`src/rtl/actividad_03.sv`:
```
// actividad_03: registered logic-gate evaluator.
// Applies AND, OR, XOR, NOT, NAND, YES, NOR and XNOR bitwise to two operands
// and presents each result on its own port one clock after sampling.
module actividad_03 #(
    parameter int WIDTH = 1
) (
    input  logic             clk,
    input  logic             rst,
    input  logic [WIDTH-1:0] entrada1,
    input  logic [WIDTH-1:0] entrada2,
    output logic [WIDTH-1:0] salidaand,
    output logic [WIDTH-1:0] salidaor,
    output logic [WIDTH-1:0] salidaxor,
    output logic [WIDTH-1:0] salidanot,
    output logic [WIDTH-1:0] salidanand,
    output logic [WIDTH-1:0] salidayes,
    output logic [WIDTH-1:0] salidanor,
    output logic [WIDTH-1:0] salidaxnor,
    output logic             valido
);

    logic [WIDTH-1:0] salidaAnd_d,  salidaAnd_q;
    logic [WIDTH-1:0] salidaOr_d,   salidaOr_q;
    logic [WIDTH-1:0] salidaXor_d,  salidaXor_q;
    logic [WIDTH-1:0] salidaNot_d,  salidaNot_q;
    logic [WIDTH-1:0] salidaNand_d, salidaNand_q;
    logic [WIDTH-1:0] salidaYes_d,  salidaYes_q;
    logic [WIDTH-1:0] salidaNor_d,  salidaNor_q;
    logic [WIDTH-1:0] salidaXnor_d, salidaXnor_q;
    logic             valido_d,     valido_q;

    // Next-state: every gate function of the current operands, bit by bit.
    always_comb begin
        salidaAnd_d  = entrada1 & entrada2;
        salidaOr_d   = entrada1 | entrada2;
        salidaXor_d  = entrada1 ^ entrada2;
        salidaNot_d  = ~entrada1;
        salidaNand_d = ~(entrada1 & entrada2);
        salidaYes_d  = entrada1;
        salidaNor_d  = ~(entrada1 | entrada2);
        salidaXnor_d = ~(entrada1 ^ entrada2);
        valido_d     = 1'b1;
    end

    // Result registers: reset clears everything (including the inverting gates), otherwise load every cycle.
    always_ff @(posedge clk) begin
        if (rst) begin
            salidaAnd_q  <= '0;
            salidaOr_q   <= '0;
            salidaXor_q  <= '0;
            salidaNot_q  <= '0;
            salidaNand_q <= '0;
            salidaYes_q  <= '0;
            salidaNor_q  <= '0;
            salidaXnor_q <= '0;
            valido_q     <= 1'b0;
        end else begin
            salidaAnd_q  <= salidaAnd_d;
            salidaOr_q   <= salidaOr_d;
            salidaXor_q  <= salidaXor_d;
            salidaNot_q  <= salidaNot_d;
            salidaNand_q <= salidaNand_d;
            salidaYes_q  <= salidaYes_d;
            salidaNor_q  <= salidaNor_d;
            salidaXnor_q <= salidaXnor_d;
            valido_q     <= valido_d;
        end
    end

    assign salidaand  = salidaAnd_q;
    assign salidaor   = salidaOr_q;
    assign salidaxor  = salidaXor_q;
    assign salidanot  = salidaNot_q;
    assign salidanand = salidaNand_q;
    assign salidayes  = salidaYes_q;
    assign salidanor  = salidaNor_q;
    assign salidaxnor = salidaXnor_q;
    assign valido     = valido_q;

endmodule

```
`config.mk`:
```
export PLATFORM = sky130hd
export DESIGN_NAME = actividad_03
export DESIGN_NICKNAME = d
export VERILOG_FILES = /design/src/rtl/actividad_03.sv
export SDC_FILE = /design/constraint.sdc
export NUM_CORES = 1
export LEC_CHECK = 0
export ABC_AREA = 1
export CORE_AREA = 5 5 42 44
export DETAILED_ROUTE_END_ITERATION = 10
export DIE_AREA = 0 0 47 49
export SLEW_MARGIN = 20
export SYNTH_ARGS = -nofsm -noshare
export SYNTH_HDL_FRONTEND = slang
export SYNTH_SLANG_ARGS = --single-unit
```
`constraint.sdc`:
```
create_clock -name clk -period 1.1 [get_ports clk]
set_clock_uncertainty 0.15 [all_clocks]
set_input_delay 0.33 -clock clk [delete_from_list [all_inputs] [get_ports clk]]
set_output_delay 0.33 -clock clk [all_outputs]
set_load 0.01 [all_outputs]
```
* Word-level counts from Yosys, hierarchy flattened
Index checks and enable logic that the tools add are counted.
** Storage, ports and cells
- Flip-flop bits (word level) :: 9
- Bits of input ports :: 4
- Output and inout port bits :: 9
- Logic and storage cells :: 17
** Operators by class
- Multiplexer cells :: 1
- Bitwise operators :: 7
** Operators by type and width (count)
- 1-bit NOT :: 4
- 1-bit AND :: 1
- 1-bit two-way mux :: 1
- 1-bit bitwise OR :: 1
- 1-bit bitwise XOR :: 1

* Logic depth before layout (Yosys ltp)
- Depth in word-level cells :: 2
- Depth in mapped cells :: 4
- Mapped depth without buffers :: 4

* Worst setup path after synthesis
No wires, ideal clock.
- Kind :: input port to flip-flop
- From :: input port entrada1
- To :: register salidaXor_q, in the netlist salidaxor
- Library setup time :: 0.112 ns
- Arrival :: 0.781 ns
- Required time :: 0.838 ns
- Slack :: 0.057 ns
- Stages on the path :: 4
- Path buffers :: 0
- Cells stage by stage :: inv_1 ha_1 inv_1 nor2_2
** Between the ends
- Longest elaborated chain between the ends :: 1
** RTL lines
- start: declaration :: line 9 : input logic [WIDTH-1:0] entrada1,
- 1-bit bitwise XOR :: line 36 : salidaXor_d = entrada1 ^ entrada2;
- via salidaXor_d :: line 24 : logic [WIDTH-1:0] salidaXor_d, salidaXor_q;
- end signal: assignment :: line 60 : salidaXor_q <= salidaXor_d;
- end: declaration :: line 24
The timed path passes the listed nets, and every way through them passes these cells.
A chain may end at the register's enable or synchronous reset.

* Worst setup path after layout
- From :: register salidaXor_q, in the netlist salidaxor
- To :: output port salidaxor
** RTL lines
- end: declaration :: line 13 : output logic [WIDTH-1:0] salidaxor,
No word-level cell between the ends.

==> results.cfg <==
[worst_setup_path]
cpPeakStageDelay_ps = 320
crit_required_ps = 620
critPathKind = register to output port
path_delay_family = flip-flops
cp_max_fo = 1
start_kind = register
path_depth = 1
path_buf_inv = 1
worstPathCellList = buf_6
cpMaxStageDelayCell = dfxtp_2
arrival_ps = 670
end_kind = output port

[logic_synthesis]
synth_top_area_cell = dfxtp_1
synth_top_area_share = 0.578
yosysWarnings = 0
ys_ff_latch = 9
syn_area_per_cell_sq_um = 11.1
synth.distinct_cells = 7
synthCells = 28
syn_nets = 36
synth_area_leaders = dfxtp_1 (58%), ha_1 (16%), nor2_2 (8.0%), inv_1 (7.2%), buf_6 (3.6%)
ys_seq_area_frac = 0.578
syn_area_sq_um = 312

[finish]
final_nets = 57
final_core_util = 0.349
syn_to_final_growth_pct = 57.0
fin_area_sq_um = 489
nFillCells = 159
final_layout_size_suffix_gt1_frac = 0.542
antenna_cells = 0
multi_input_area_sq_um = 110
register_area_sq_um = 181
final_cell_mix = buf_2 (8), dfxtp_1 (8), inv_1 (4), nor2_2 (4), buf_4 (4)

[run_status]
violations = negative setup slack
outcome = finished with violations

[clock_tree]
cts.htree.levels = 1
cts_root_buffer = clkbuf_4
cts-buffers-inserted = 3
clk_pin_slew_ps = 60
cts_buffer_depth = 2
cts.sinks = 9
cts_tree = done

[sta]
layout_min_cycle_time_ps = 1150
clock.fmax_ghz = 0.868
rsz0062_at_grt = true
setup_viol = 9
hold_slack_ps = 381
slew_headroom = 0.927
drv_slew = 0
fin_ws_ps = -52.3
tightest_slew_ps = 110
fin_crit_sh = 1.05
finalHoldViolations = 0

[place]
pre_cts_ws_ps = -457
port_buffers = 12
gp_congestion = 0.715
post_dp_cell_area_sq_um = 490
detailed_place_hpwl_microns = 390

[floorplanning]
num_io_pins = 13
start_util = 0.222
dieArea_sq_um = 2300
die_h_microns = 49
coreArea_sq_um = 1400
fp-row-count = 14
die_w_microns = 47

[pwr]
power_density_nw_per_um2 = 1420
total_power_uw = 693
p_leak_uw = 0.000249
vdd_drop_max_v = 0.000617

[run]
max_cap_violations = 0

[drt]
drc = 0
via_count = 230
drt_iter0_drc = 2
firstDrtPassIters = 3
ant_nets = 0
totalWireLength_microns = 508
wl_per_cell_microns = 7.94
vias_per_cell = 3.59

[hold_path]
hold_class = input pin to register
whs_path_depth = 3

[global_routing]
grt_pass1_wl_microns = 917
gr-usage-all-layers = 0.0564
first_global_vias = 242
grt_max_degree = 10
grt-ovfl-total = 0
antenna_found_initial = 0
-- cell type report --
| cell class | instances | area share |
|---|---|---|
| timing repair buffer | 17 | 0.263 |
| multi-input combinational | 12 | 0.225 |
| clock buffer | 4 | 0.0537 |
| sequential | 9 | 0.371 |
| inverter | 6 | 0.0460 |
| tap | 16 | 0.0409 |
-- where the power goes --
part	switching [uW]	leakage [uW]	total [uW]	internal [uW]
registers	4.39	0.0000753	350	346
clock network	103	0.0000150	242	139
logic	47.4	0.000159	101	53.4
-- cell families (layout without fill, tap and decap cells) --
kind of cell | count (synthesis) | after routing | synth area share
fa+ha+maj | 4 | 4 | 0.161
buf+inv | 7 | 27 | 0.108
simple gates | 8 | 8 | 0.153
flops | 9 | 9 | 0.578
-- per-stage QoR --
step                      std cells  TNS [ps]
after detailed placement         60     -4610
final                            64      -408
after global routing             64      -803
after floorplan                  28         0
after global placement           60     -4540
after CTS                        64      -526
-- metal layers --
layer | share of wire | vias to the layer above | global-route usage
met4 | 0.012 | 0 | 0.0276
met5 | 0 | - | 0
met2 | 0.47 | 8 | 0.0792
met1 | 0.40 | 102 | 0.0661
met3 | 0.12 | 2 | 0.0332
li1 | - | 118 | -
-- path summary, 6_finish.rpt --
path  startpoint        end  slack [ps]
max    salidaxor  salidaxor         -50
min     entrada1  salidanot         380
-- synthesized netlist by cell type --
| cell | n |
|---|---|
| dfxtp_1 | 9 |
| inv_1 | 6 |
| buf_6 | 1 |
| nor2_4 | 1 |
| ha_1 | 4 |
| nor2_1 | 3 |
| nor2_2 | 4 |
-- flip-flops by register name (all words and copies together), names as in the netlist --
name        cells
salidaor        1
valido          1
salidaand       1
salidanand      1
salidaxor       1
salidaxnor      1
salidanot       1
salidayes       1
salidanor       1
-- repair_timing --
action	in CTS	in global routing
hold endpoints to repair	0	0
gates resized for setup	41	2
buffers inserted	0	0
hold buffers	0	0
setup endpoints to repair	16	9
No activity file was read; power rests on OpenSTA's default activity.
